### src/rtl/hilo_div_unit_pkg.sv
// Shared definitions for the HI/LO register and divide unit.
//   op_e      : 3-bit operation code presented by the pipeline
//   state_e   : control FSM states (IDLE, RUN, FIX)
//   DIV_ITERS : restoring divide steps per division
//   DIV0_QUOT : quotient written to LO on a divide by zero
package mips_hilo_pkg;

    typedef enum logic [2:0] {
        NOP    = 3'd0,
        LDPROD = 3'd1,
        MADD   = 3'd2,
        MSUB   = 3'd3,
        MTHI   = 3'd4,
        MTLO   = 3'd5,
        DIV    = 3'd6,
        DIVU   = 3'd7
    } op_e;

    typedef enum logic [1:0] {
        IDLE = 2'd0,
        RUN  = 2'd1,
        FIX  = 2'd2
    } state_e;

    localparam int          DIV_ITERS = 32;
    localparam int          DIV_CNT_W = $clog2(DIV_ITERS);
    localparam logic [31:0] DIV0_QUOT = 32'hFFFF_FFFF;

endpackage

### src/rtl/hilo_div_unit_if.sv
// Request/result bundle between the pipeline and the HI/LO unit.
//   master : pipeline side, drives the request, reads status and HI/LO
//   slave  : unit side, consumes the request, drives status and HI/LO
interface hilo_div_unit_if #(
    parameter int WIDTH = 32
);
    logic             op_valid;
    logic [2:0]       op;
    logic [WIDTH-1:0] alu_lo;
    logic [WIDTH-1:0] alu_hi;
    logic [WIDTH-1:0] rs_val;
    logic [WIDTH-1:0] rt_val;
    logic             op_ready;
    logic             busy;
    logic             done;
    logic             div0;
    logic [WIDTH-1:0] hi;
    logic [WIDTH-1:0] lo;

    modport master (
        output op_valid, op, alu_lo, alu_hi, rs_val, rt_val,
        input  op_ready, busy, done, div0, hi, lo
    );

    modport slave (
        input  op_valid, op, alu_lo, alu_hi, rs_val, rt_val,
        output op_ready, busy, done, div0, hi, lo
    );
endinterface

### src/rtl/hilo_div_unit_div_core.sv
// Unsigned restoring divider datapath: one quotient bit per i_step cycle.
//   i_start    : load dividend/divisor magnitudes, clear remainder and counter
//   i_step     : perform one shift / trial-subtract step
//   o_quot     : quotient (valid after DIV_ITERS steps)
//   o_rem      : remainder (valid after DIV_ITERS steps)
//   o_last     : the step performed this cycle is the final one
module div_core
    import mips_hilo_pkg::*;
#(
    parameter int WIDTH = 32
) (
    input  logic             clk,
    input  logic             rst_n,
    input  logic             i_start,
    input  logic             i_step,
    input  logic [WIDTH-1:0] i_dividend,
    input  logic [WIDTH-1:0] i_divisor,
    output logic [WIDTH-1:0] o_quot,
    output logic [WIDTH-1:0] o_rem,
    output logic             o_last
);
    // r_quot starts as the dividend; its MSB feeds the remainder each step
    // while the new quotient bit shifts in at the bottom.
    logic [WIDTH-1:0]     r_rem;
    logic [WIDTH-1:0]     r_quot;
    logic [WIDTH-1:0]     r_divisor;
    logic [DIV_CNT_W-1:0] r_cnt;

    logic [WIDTH:0] w_shift;
    logic [WIDTH:0] w_trial;

    assign w_shift = {r_rem, r_quot[WIDTH-1]};
    assign w_trial = w_shift - {1'b0, r_divisor};

    always_ff @(posedge clk or negedge rst_n) begin
        if (!rst_n) begin
            r_rem     <= '0;
            r_quot    <= '0;
            r_divisor <= '0;
            r_cnt     <= '0;
        end else if (i_start) begin
            r_rem     <= '0;
            r_quot    <= i_dividend;
            r_divisor <= i_divisor;
            r_cnt     <= '0;
        end else if (i_step) begin
            // Bit WIDTH of the trial is the borrow: clear means non-negative.
            if (!w_trial[WIDTH]) begin
                r_rem  <= w_trial[WIDTH-1:0];
                r_quot <= {r_quot[WIDTH-2:0], 1'b1};
            end else begin
                r_rem  <= w_shift[WIDTH-1:0];
                r_quot <= {r_quot[WIDTH-2:0], 1'b0};
            end
            r_cnt <= r_cnt + 1'b1;
        end
    end

    assign o_quot = r_quot;
    assign o_rem  = r_rem;
    assign o_last = (r_cnt == DIV_CNT_W'(DIV_ITERS - 1));
endmodule

### src/rtl/hilo_div_unit.sv
// HI/LO register unit: product load, MADD/MSUB accumulate, MTHI/MTLO moves
// and a multi-cycle signed/unsigned restoring divide.
//   clk   : clock, rising edge
//   rst_n : asynchronous active-low reset
//   bus   : slave side of hilo_div_unit_if (request in, status and HI/LO out)
module hilo_div_unit
    import mips_hilo_pkg::*;
#(
    parameter int WIDTH = 32
) (
    input  logic          clk,
    input  logic          rst_n,
    hilo_div_unit_if.slave bus
);
    state_e           r_state, w_state_next;
    logic [WIDTH-1:0] r_hi, r_lo;
    logic             r_done, r_div0;
    logic             r_neg_q, r_neg_r, r_rt_zero;
    logic [WIDTH-1:0] r_rs_raw;

    op_e                w_op;
    logic               w_accept, w_is_div, w_start, w_step, w_last;
    logic               w_sa, w_sb;
    logic [WIDTH-1:0]   w_mag_a, w_mag_b, w_quot, w_rem;
    logic [2*WIDTH-1:0] w_acc, w_prod;

    assign w_op     = op_e'(bus.op);
    assign w_accept = bus.op_valid && (r_state == IDLE);
    assign w_is_div = (w_op == DIV) || (w_op == DIVU);

    // Signs only matter for DIV; DIVU treats both operands as raw magnitudes.
    assign w_sa    = (w_op == DIV) && bus.rs_val[WIDTH-1];
    assign w_sb    = (w_op == DIV) && bus.rt_val[WIDTH-1];
    assign w_mag_a = w_sa ? -bus.rs_val : bus.rs_val;
    assign w_mag_b = w_sb ? -bus.rt_val : bus.rt_val;

    assign w_acc  = {r_hi, r_lo};
    assign w_prod = {bus.alu_hi, bus.alu_lo};

    always_comb begin
        w_state_next = r_state;
        w_start      = 1'b0;
        w_step       = 1'b0;
        case (r_state)
            IDLE: if (w_accept && w_is_div) begin
                w_start      = 1'b1;
                w_state_next = RUN;
            end
            RUN: begin
                w_step = 1'b1;
                if (w_last) w_state_next = FIX;
            end
            FIX:     w_state_next = IDLE;
            default: w_state_next = IDLE;
        endcase
    end

    always_ff @(posedge clk or negedge rst_n) begin
        if (!rst_n) r_state <= IDLE;
        else        r_state <= w_state_next;
    end

    always_ff @(posedge clk or negedge rst_n) begin
        if (!rst_n) begin
            r_hi      <= '0;
            r_lo      <= '0;
            r_done    <= 1'b0;
            r_div0    <= 1'b0;
            r_neg_q   <= 1'b0;
            r_neg_r   <= 1'b0;
            r_rt_zero <= 1'b0;
            r_rs_raw  <= '0;
        end else begin
            r_done <= 1'b0;
            if (w_accept && (w_op != NOP)) begin
                r_div0 <= 1'b0;
                case (w_op)
                    LDPROD: begin
                        {r_hi, r_lo} <= w_prod;
                        r_done       <= 1'b1;
                    end
                    MADD: begin
                        {r_hi, r_lo} <= w_acc + w_prod;
                        r_done       <= 1'b1;
                    end
                    MSUB: begin
                        {r_hi, r_lo} <= w_acc - w_prod;
                        r_done       <= 1'b1;
                    end
                    MTHI: begin
                        r_hi   <= bus.rs_val;
                        r_done <= 1'b1;
                    end
                    MTLO: begin
                        r_lo   <= bus.rs_val;
                        r_done <= 1'b1;
                    end
                    default: begin
                        r_neg_q   <= w_sa ^ w_sb;
                        r_neg_r   <= w_sa;
                        r_rt_zero <= (bus.rt_val == '0);
                        r_rs_raw  <= bus.rs_val;
                    end
                endcase
            end else if (r_state == FIX) begin
                if (r_rt_zero) begin
                    r_lo   <= DIV0_QUOT[WIDTH-1:0];
                    r_hi   <= r_rs_raw;
                    r_div0 <= 1'b1;
                end else begin
                    r_lo <= r_neg_q ? -w_quot : w_quot;
                    r_hi <= r_neg_r ? -w_rem  : w_rem;
                end
                r_done <= 1'b1;
            end
        end
    end

    div_core #(.WIDTH(WIDTH)) u_div_core (
        .clk        (clk),
        .rst_n      (rst_n),
        .i_start    (w_start),
        .i_step     (w_step),
        .i_dividend (w_mag_a),
        .i_divisor  (w_mag_b),
        .o_quot     (w_quot),
        .o_rem      (w_rem),
        .o_last     (w_last)
    );

    assign bus.busy     = (r_state != IDLE);
    assign bus.op_ready = (r_state == IDLE);
    assign bus.done     = r_done;
    assign bus.div0     = r_div0;
    assign bus.hi       = r_hi;
    assign bus.lo       = r_lo;
endmodule

### src/flat_wrapper.sv
// flat-port wrapper written by rule: the top's interface ports become plain ports
module hilo_div_unit_flat import mips_hilo_pkg::*;
#(
    parameter int WIDTH = 32
)
  (clk, rst_n, bus_op_valid, bus_op, bus_alu_lo, bus_alu_hi, bus_rs_val, bus_rt_val, bus_op_ready, bus_busy, bus_done, bus_div0, bus_hi, bus_lo);
  hilo_div_unit_if #(.WIDTH(WIDTH)) bus_i ();
  input  logic clk;
  input  logic rst_n;
  input wire logic [$bits(bus_i.op_valid)-1:0] bus_op_valid;
  input wire logic [$bits(bus_i.op)-1:0] bus_op;
  input wire logic [$bits(bus_i.alu_lo)-1:0] bus_alu_lo;
  input wire logic [$bits(bus_i.alu_hi)-1:0] bus_alu_hi;
  input wire logic [$bits(bus_i.rs_val)-1:0] bus_rs_val;
  input wire logic [$bits(bus_i.rt_val)-1:0] bus_rt_val;
  output wire logic [$bits(bus_i.op_ready)-1:0] bus_op_ready;
  output wire logic [$bits(bus_i.busy)-1:0] bus_busy;
  output wire logic [$bits(bus_i.done)-1:0] bus_done;
  output wire logic [$bits(bus_i.div0)-1:0] bus_div0;
  output wire logic [$bits(bus_i.hi)-1:0] bus_hi;
  output wire logic [$bits(bus_i.lo)-1:0] bus_lo;
  assign bus_i.op_valid = bus_op_valid;
  assign bus_i.op = bus_op;
  assign bus_i.alu_lo = bus_alu_lo;
  assign bus_i.alu_hi = bus_alu_hi;
  assign bus_i.rs_val = bus_rs_val;
  assign bus_i.rt_val = bus_rt_val;
  assign bus_op_ready = bus_i.op_ready;
  assign bus_busy = bus_i.busy;
  assign bus_done = bus_i.done;
  assign bus_div0 = bus_i.div0;
  assign bus_hi = bus_i.hi;
  assign bus_lo = bus_i.lo;
  hilo_div_unit #(.WIDTH(WIDTH)) u_core (.clk(clk), .rst_n(rst_n), .bus(bus_i));
endmodule
### config.mk
export PLATFORM = sky130hd
export DESIGN_NAME = hilo_div_unit_flat
export DESIGN_NICKNAME = d
export VERILOG_FILES = /design/src/rtl/hilo_div_unit_pkg.sv /design/src/rtl/hilo_div_unit_if.sv /design/src/rtl/hilo_div_unit_div_core.sv /design/src/rtl/hilo_div_unit.sv /design/src/flat_wrapper.sv
export SDC_FILE = /design/constraint.sdc
export NUM_CORES = 1
export LEC_CHECK = 0
export ABC_AREA = 0
export CAP_MARGIN = 5
export CELL_PAD_IN_SITES_DETAIL_PLACEMENT = 1
export CELL_PAD_IN_SITES_GLOBAL_PLACEMENT = 2
export CORE_AREA = 2 2 248 250
export CTS_CLUSTER_SIZE = 30
export DETAILED_ROUTE_END_ITERATION = 7
export DIE_AREA = 0 0 250 252
export PLACE_DENSITY = 0.88
export SYNTH_ARGS = -nofsm -noshare
export SYNTH_HDL_FRONTEND = slang
export SYNTH_SLANG_ARGS = --single-unit
export TNS_END_PERCENT = 50
### constraint.sdc
create_clock -name clk -period 7.3 [get_ports clk]
set_input_delay 1.095 -clock clk [delete_from_list [all_inputs] [get_ports clk]]
set_output_delay 1.095 -clock clk [all_outputs]
set_load 0.02 [all_outputs]
==> results of run 1 <==
==> synth_stat cells, drive strengths merged (28+ instances only) <==
| cell type | number | share of area (%) |
|---|---|---|
| clkbuf | 163 | 2.8 |
| xor2 | 72 | 2.9 |
| ha | 165 | 9.3 |
| nand3 | 114 | 2.6 |
| nor2 | 219 | 3.7 |
| o31ai | 58 | 2.0 |
| inv | 182 | 3.1 |
| dfrtp | 204 | 23 |
| nor2b | 28 | 0.79 |
| nand4 | 43 | 1.2 |
| a21o | 39 | 1.3 |
| a31oi | 48 | 1.4 |
| nor3 | 66 | 1.5 |
| a211oi | 31 | 1.1 |
| o21ai | 298 | 6.7 |
| nor4 | 36 | 1.0 |
| nand2b | 38 | 1.1 |
| a21oi | 269 | 6.1 |
| xnor2 | 139 | 5.5 |
| nand2 | 398 | 6.8 |
| o21bai | 51 | 1.7 |
==> worst register-to-register path: stages (launching register included) <==
cell	delay (ns)
dfrtp_1	0.49
ha_1	0.54
nor4_1	0.34
o211ai_1	0.34
a2111o_1	0.55
a31o_2	0.34
o21ai_1	0.32
a31oi_1	0.23
o31ai_1	0.97
a31oi_1	0.30
a2111oi_4	0.38
nor3_1	0.09
==> sequential cells by signal, summed over array words and instances, names as in the netlist <==
| register | flops |
|---|---|
| u_core.bus.div0 | 1 |
| u_core.bus.done | 1 |
| u_core.bus.hi | 32 |
| u_core.bus.lo | 32 |
| u_core.r_neg_q | 1 |
| u_core.r_neg_r | 1 |
| u_core.r_rs_raw | 32 |
| u_core.r_rt_zero | 1 |
| u_core.r_state | 2 |
| u_core.u_div_core.o_quot | 32 |
| u_core.u_div_core.o_rem | 32 |
| u_core.u_div_core.r_cnt | 5 |
| u_core.u_div_core.r_divisor | 32 |
==> kinds of logic after synthesis <==
kind of cell             after synthesis
AND/OR/NAND/NOR                     1050
AO/OA/AOI/OAI                       1049
buffers and inverters                366
XOR/XNOR                             211
flip-flops                           204
adder cells (fa/ha/maj)              168
multiplexers                          13
==> cell type report <==
class / count / area share (%)
Multi-Input combinational cell: 2491 / 61.2
Sequential cell: 204 / 19.9
Timing Repair Buffer: 237 / 8.96
Tap cell: 782 / 3.82
Clock buffer: 37 / 2.89
Inverter: 183 / 2.68
Clock inverter: 9 / 0.493
Antenna cell: 1 / 0.00977
==> report_power, final <==
part	switching, mW	internal, mW
logic	5.31	3.08
clock network	0.556	0.806
registers	0.848	1.69
total	6.71	5.57
==> path summary, 6_finish.rpt <==
| path | from | end | slack [ns] | cells after the start |
|---|---|---|---|---|
| hold / removal | rst_n | u_core.u_div_core.o_rem[28] | 0.47 | 1 |
| setup reg to reg | u_core.bus.lo[10] | u_core.bus.hi[29] | 2.27 | 11 |
| hold reg to reg | u_core.u_div_core.r_divisor[19] | u_core.u_div_core.r_divisor[19] | 0.48 | 2 |
| max in group asynchronous | rst_n | u_core.bus.hi[12] | 5.42 | 2 |
| min in group clk | u_core.u_div_core.r_divisor[19] | u_core.u_div_core.r_divisor[19] | 0.48 | 2 |
| setup / recovery | bus_alu_lo[1] | u_core.bus.hi[29] | 1.66 | 14 |
==> routing by layer <==
metal  share of wire (%)  wire [um]  vias to the layer above
met5               0.032         35                        -
met4                 3.8       4180                        6
met3                 7.4       8160                      180
met2                  45      49100                      871
met1                  44      48100                    12600
li1                    -          -                    11200
==> through the flow <==
step	hold slack [ns]	cell area (um^2)	util, %
2_1_floorplan	0.437	22100	-
3_3_place_gp	0.450	24700	41.1
3_5_place_dp	0.466	24700	41.1
4_1_cts	0.482	25600	42.6
5_1_grt	0.492	25600	42.6
6_report	0.471	25600	42.6
==> flow_summary.json, run 1 <==
{
  "slew_headroom_pct": 21.2,
  "setup_tns_ns": 0,
  "netlist_instances": 3061,
  "ctsHoldBuffers": 0,
  "initial_utilization_pct": 36.8,
  "hold_viol": 0,
  "vias": 24800,
  "crit_required_ns": 7.74,
  "grt_pass1_vias": 24900,
  "ir_drop_mv": 0.259,
  "cpPeakStageDelay_ns": 0.97,
  "nets": 3444,
  "clkSlewWorstSetupHoldPaths_ns": 0.07,
  "synth_warnings": 0,
  "synth-simple-area-share_pct": 22.1,
  "fin_ws_ns": 1.66,
  "critPathBufInv": 2,
  "crit_slowest_cell": "o31ai_1",
  "dp_slack_ns": 1.28,
  "period_share_pct": 77.3,
  "antenna_left": 0,
  "cts_buffer_depth": 3,
  "cts_tree": "done",
  "clock_latency_ns": 0.58,
  "die_y_um": 252,
  "dpl.cell_count": 3897,
  "cp-end-kind": "register",
  "synth_nets": 3363,
  "ys_ff_latch": 204,
  "post_cts_buffers": 0,
  "ys.flop_type": "dfrtp_1",
  "syn_to_final_growth_pct": 15.8,
  "fmax_ghz": 0.177,
  "tightest_slew_ns": 1.18,
  "port_buffers": 201,
  "avgSynthCellArea_um2": 7.22,
  "final_common_cell": "nand2_1",
  "synth_edf_count": 0,
  "grt_use_met1_pct": 46.0,
  "dp_hpwl_um": 85200,
  "layout_common_cells": "nand2_1 (398), o21ai_0 (291), a21oi_1 (269)",
  "ys_seq_area_share_pct": 23.1,
  "cts_resized": 0,
  "antenna_found_initial": 4,
  "fp.dieW_um": 250,
  "first_iter_violations": 2229,
  "drive_above_1_share_pct": 4.27,
  "htree_levels": 1,
  "drv_cap": 0,
  "synth_cell_types": 78,
  "drtPass1Iterations": 6,
  "clkSinkCount": 204,
  "seq_area_um2": 5110,
  "use_met3_pct": 5.82,
  "core_area_um2": 60100,
  "drc": 0,
  "crit_chain": "clkdlybuf4s50_1, inv_1, ha_1, nor2b_1, o311a_1, o211ai_1, a2111o_1, a31o_2, o21ai_1, a31oi_1, o31ai_1, a31oi_1, a2111oi_4, nor3_1",
  "synth_area_um2": 22100,
  "final-instance-count-excl-fill": 3944,
  "grt_overflow": 0,
  "grt.busiest_layer": "met2",
  "synth_top_family_by_area": "compound AO/OA/AOI/OAI gates",
  "drt_wl_total_um": 110000,
  "io_pins": 202,
  "grt_use_total_pct": 33.9,
  "start_kind": "input port",
  "yosys-mux-area-fraction_pct": 0.606,
  "critPathMaxFanout": 5,
  "min_period_ns": 5.64,
  "status": "completed",
  "synth_compound_area_share_pct": 30.0,
  "cellLeakagePower_nw": 10.6,
  "skew_ns": 0.0294,
  "arrival_ns": 6.08,
  "wl_per_cell_um": 27.8,
  "synth-xor-area-share_pct": 8.36,
  "hold_class": "in -> async",
  "critical-path-top-delay-family": "compound AO/OA/AOI/OAI gates",
  "via_per_inst": 6.30,
  "synth-adder-area-share_pct": 9.61,
  "total_power_mw": 12.3,
  "num_rows": 90,
  "async_reset_ff_share_pct": 100,
  "grt_pass1_wl_um": 163000,
  "crit_type": "in -> reg",
  "globalplace.congestion": 0.980,
  "multi_input_area_um2": 15700,
  "cts_buffers": 25,
  "slew_viol_final": 0,
  "rsz0062_at_grt": "no",
  "p_per_area_nw_per_um2": 480,
  "setup_viol": 0,
  "grt_max_degree": 173,
  "die_area_um2": 63000,
  "crit_path_frequent_cell": "a31oi_1",
  "root_buffer": "clkbuf_16",
  "met2_usage_pct": 54.3,
  "num-fill-cells": 7483
}
No activity file was read; power rests on OpenSTA's default activity.
==> run 2: changes to the inputs <==
--- a/config.mk
+++ b/config.mk
@@ -9,11 +9,11 @@
 export CAP_MARGIN = 5
 export CELL_PAD_IN_SITES_DETAIL_PLACEMENT = 1
 export CELL_PAD_IN_SITES_GLOBAL_PLACEMENT = 2
-export CORE_AREA = 2 2 248 250
+export CORE_AREA = 2 2 258 260
 export CTS_CLUSTER_SIZE = 30
 export DETAILED_ROUTE_END_ITERATION = 7
-export DIE_AREA = 0 0 250 252
-export PLACE_DENSITY = 0.88
+export DIE_AREA = 0 0 260 262
+export PLACE_DENSITY = 0.82
 export SYNTH_ARGS = -nofsm -noshare
 export SYNTH_HDL_FRONTEND = slang
 export SYNTH_SLANG_ARGS = --single-unit
==> constraint.sdc (replaced) <==
create_clock -name clk -period 5.3 [get_ports clk]
set_input_delay 0.795 -clock clk [delete_from_list [all_inputs] [get_ports clk]]
set_output_delay 0.795 -clock clk [all_outputs]
set_load 0.02 [all_outputs]
==> run 2 against run 1 <==
  * Global-route usage is 2.1 points lower
  * Utilization is 2.4 points lower
  * Largest cell class unchanged
  * Via count is 0.54% lower
  * Critical endpoint is now u_core.bus.hi[22]
  * Critical path type unchanged
  * Combinational power is 39% higher
==> flow_summary.json, run 2 (synthesized netlist as in run 1, its figures left out) <==
{
  "status": "completed",
  "crit_type": "in -> reg",
  "setup_viol": 0,
  "cts_buffer_depth": 3,
  "clock_latency_ns": 0.58,
  "rsz0062_at_grt": "no",
  "drv_cap": 0,
  "root_buffer": "clkbuf_16",
  "pwr-share-comb_pct": 68.1,
  "r2r-end": "u_core.u_div_core.o_rem[18]",
  "cp-end-kind": "register",
  "setup_tns_ns": 0,
  "arrival_ns": 5.12,
  "slew_headroom_pct": 24.2,
  "first_iter_violations": 2236,
  "p_int_mw": 7.97,
  "die_area_um2": 68100,
  "antenna_found_initial": 2,
  "p_clk_share_pct": 11.8,
  "p_switching_mw": 9.18,
  "wl_met1_um": 48000,
  "crit_start": "bus_alu_lo[0]",
  "cts_buffers": 28,
  "grt_max_degree": 174,
  "clkSinkCount": 204,
  "cts_tree": "done",
  "cts_resized": 0,
  "fmax_ghz": 0.214,
  "slew_viol_final": 0,
  "ctsHoldBuffers": 0,
  "reg2reg_setup_slack_ns": 0.85,
  "p_per_area_nw_per_um2": 654,
  "wl_met2_um": 49700,
  "total_power_mw": 17.2,
  "seqPwrFrac_pct": 20.1,
  "wl_per_cell_um": 27.1,
  "num_rows": 94,
  "initial_utilization_pct": 33.9,
  "core_area_um2": 65300,
  "vias": 24700,
  "drc": 0,
  "worstRegToRegCells": 16,
  "drt_wl_total_um": 111000,
  "grt_overflow": 0,
  "layout_common_cells": "nand2_1 (398), o21ai_0 (291), a21oi_1 (269)",
  "drive_above_1_share_pct": 6.08,
  "io_pins": 202,
  "grt_use_total_pct": 31.8,
  "skew_ns": 0.0139,
  "post_cts_buffers": 0,
  "final_common_cell": "nand2_1",
  "grt_pass1_wl_um": 164000,
  "final-instance-count-excl-fill": 4087,
  "grt_pass1_vias": 25000,
  "syn_to_final_growth_pct": 18.7,
  "crit_required_ns": 5.75,
  "crit_end": "u_core.bus.hi[22]",
  "tightest_slew_ns": 1.14,
  "hold_slack_ns": 0.319,
  "drtPass1Iterations": 5,
  "rr_startpoint": "u_core.u_div_core.o_quot[31]",
  "route.top_layer_used": "met5",
  "via_per_inst": 6.04,
  "globalplace.congestion": 1.01,
  "ir_drop_mv": 0.274,
  "start_kind": "input port",
  "dp_hpwl_um": 86800,
  "swShare_pct": 53.5,
  "cellLeakagePower_nw": 10.9,
  "hold_class": "in -> async",
  "antenna_left": 0,
  "period_share_pct": 88.2,
  "fp.dieW_um": 260,
  "clkSlewWorstSetupHoldPaths_ns": 0.06,
  "die_y_um": 262,
  "port_buffers": 201,
  "wl_met3_um": 7930,
  "hold_viol": 0,
  "dpl.cell_count": 4036,
  "critPathMaxFanout": 5,
  "nets": 3504,
  "min_period_ns": 4.67,
  "htree_levels": 1
}
run 2: changes by cell type in the layout (fill, tap and decap cells not counted), sizes merged:
cell	delta
clkbuf	+2
buf	+57
clkinv	+4
inv	-2
run 2: critical path, cell delays in order:
cell and delay [ns]:
clkdlybuf4s50_1 0.63, ha_1 0.22, inv_1 0.05, fa_1 0.39
nor2_1 0.15, o221ai_1 0.20, a21oi_1 0.42, buf_4 0.21
a22oi_1 0.12, o221ai_1 0.40, nand4_1 0.30, a21oi_1 0.41
o211ai_1 0.21, nand2_1 0.27, mux2i_1 0.22, nand3_1 0.10
run 2: how the worst min path moves through the flow:
stage	from	to	slack, ns
after global placement	u_core.r_rs_raw[23]	u_core.r_rs_raw[23]	0.45
after global routing	rst_n	u_core.u_div_core.r_divisor[27]	0.41
after floorplan	u_core.r_rs_raw[23]	u_core.r_rs_raw[23]	0.44
after CTS	rst_n	u_core.u_div_core.o_quot[9]	0.36
final	rst_n	u_core.u_div_core.r_divisor[27]	0.32
after detailed placement	u_core.r_rs_raw[23]	u_core.r_rs_raw[23]	0.46
run 2: layout make-up:
type / instances / area [um^2]
clock inverter: 11 / 136
inverter: 183 / 687
multi-input combinational: 2491 / 15700
sequential: 204 / 5110
fill: 8042 / 39000
antenna: 1 / 2.50
timing repair buffer: 294 / 2730
clock buffer: 39 / 833
tap: 864 / 1080
run 2: routing by layer:
metal	vias up	global-route usage [%]
li1	11300	-
met1	12300	43.0
met2	887	51.5
met3	187	3.78
met4	2	13.0
met5	-	0
run 2: stage by stage:
stage / worst slack (ns) / instance area (um^2) / utilization [%]
global placement: 0.159 / 25300 / 38.7
finish: 0.626 / 26200 / 40.2
floorplan: 1.42 / 22100 / -
CTS: 0.725 / 26200 / 40.2
global route: 0.495 / 26200 / 40.2
detailed placement: 0.123 / 25300 / 38.7
run 2: power by group through the flow:
stage	Clock, mW	Combinational (mW)	Sequential [mW]
after floorplan	0	7.38	3.26
after global placement	0	11.3	3.41
after detailed placement	0	11.5	3.46
after CTS	2.05	11.5	3.43
after global routing	2.11	12.7	3.55
final	2.03	11.7	3.45
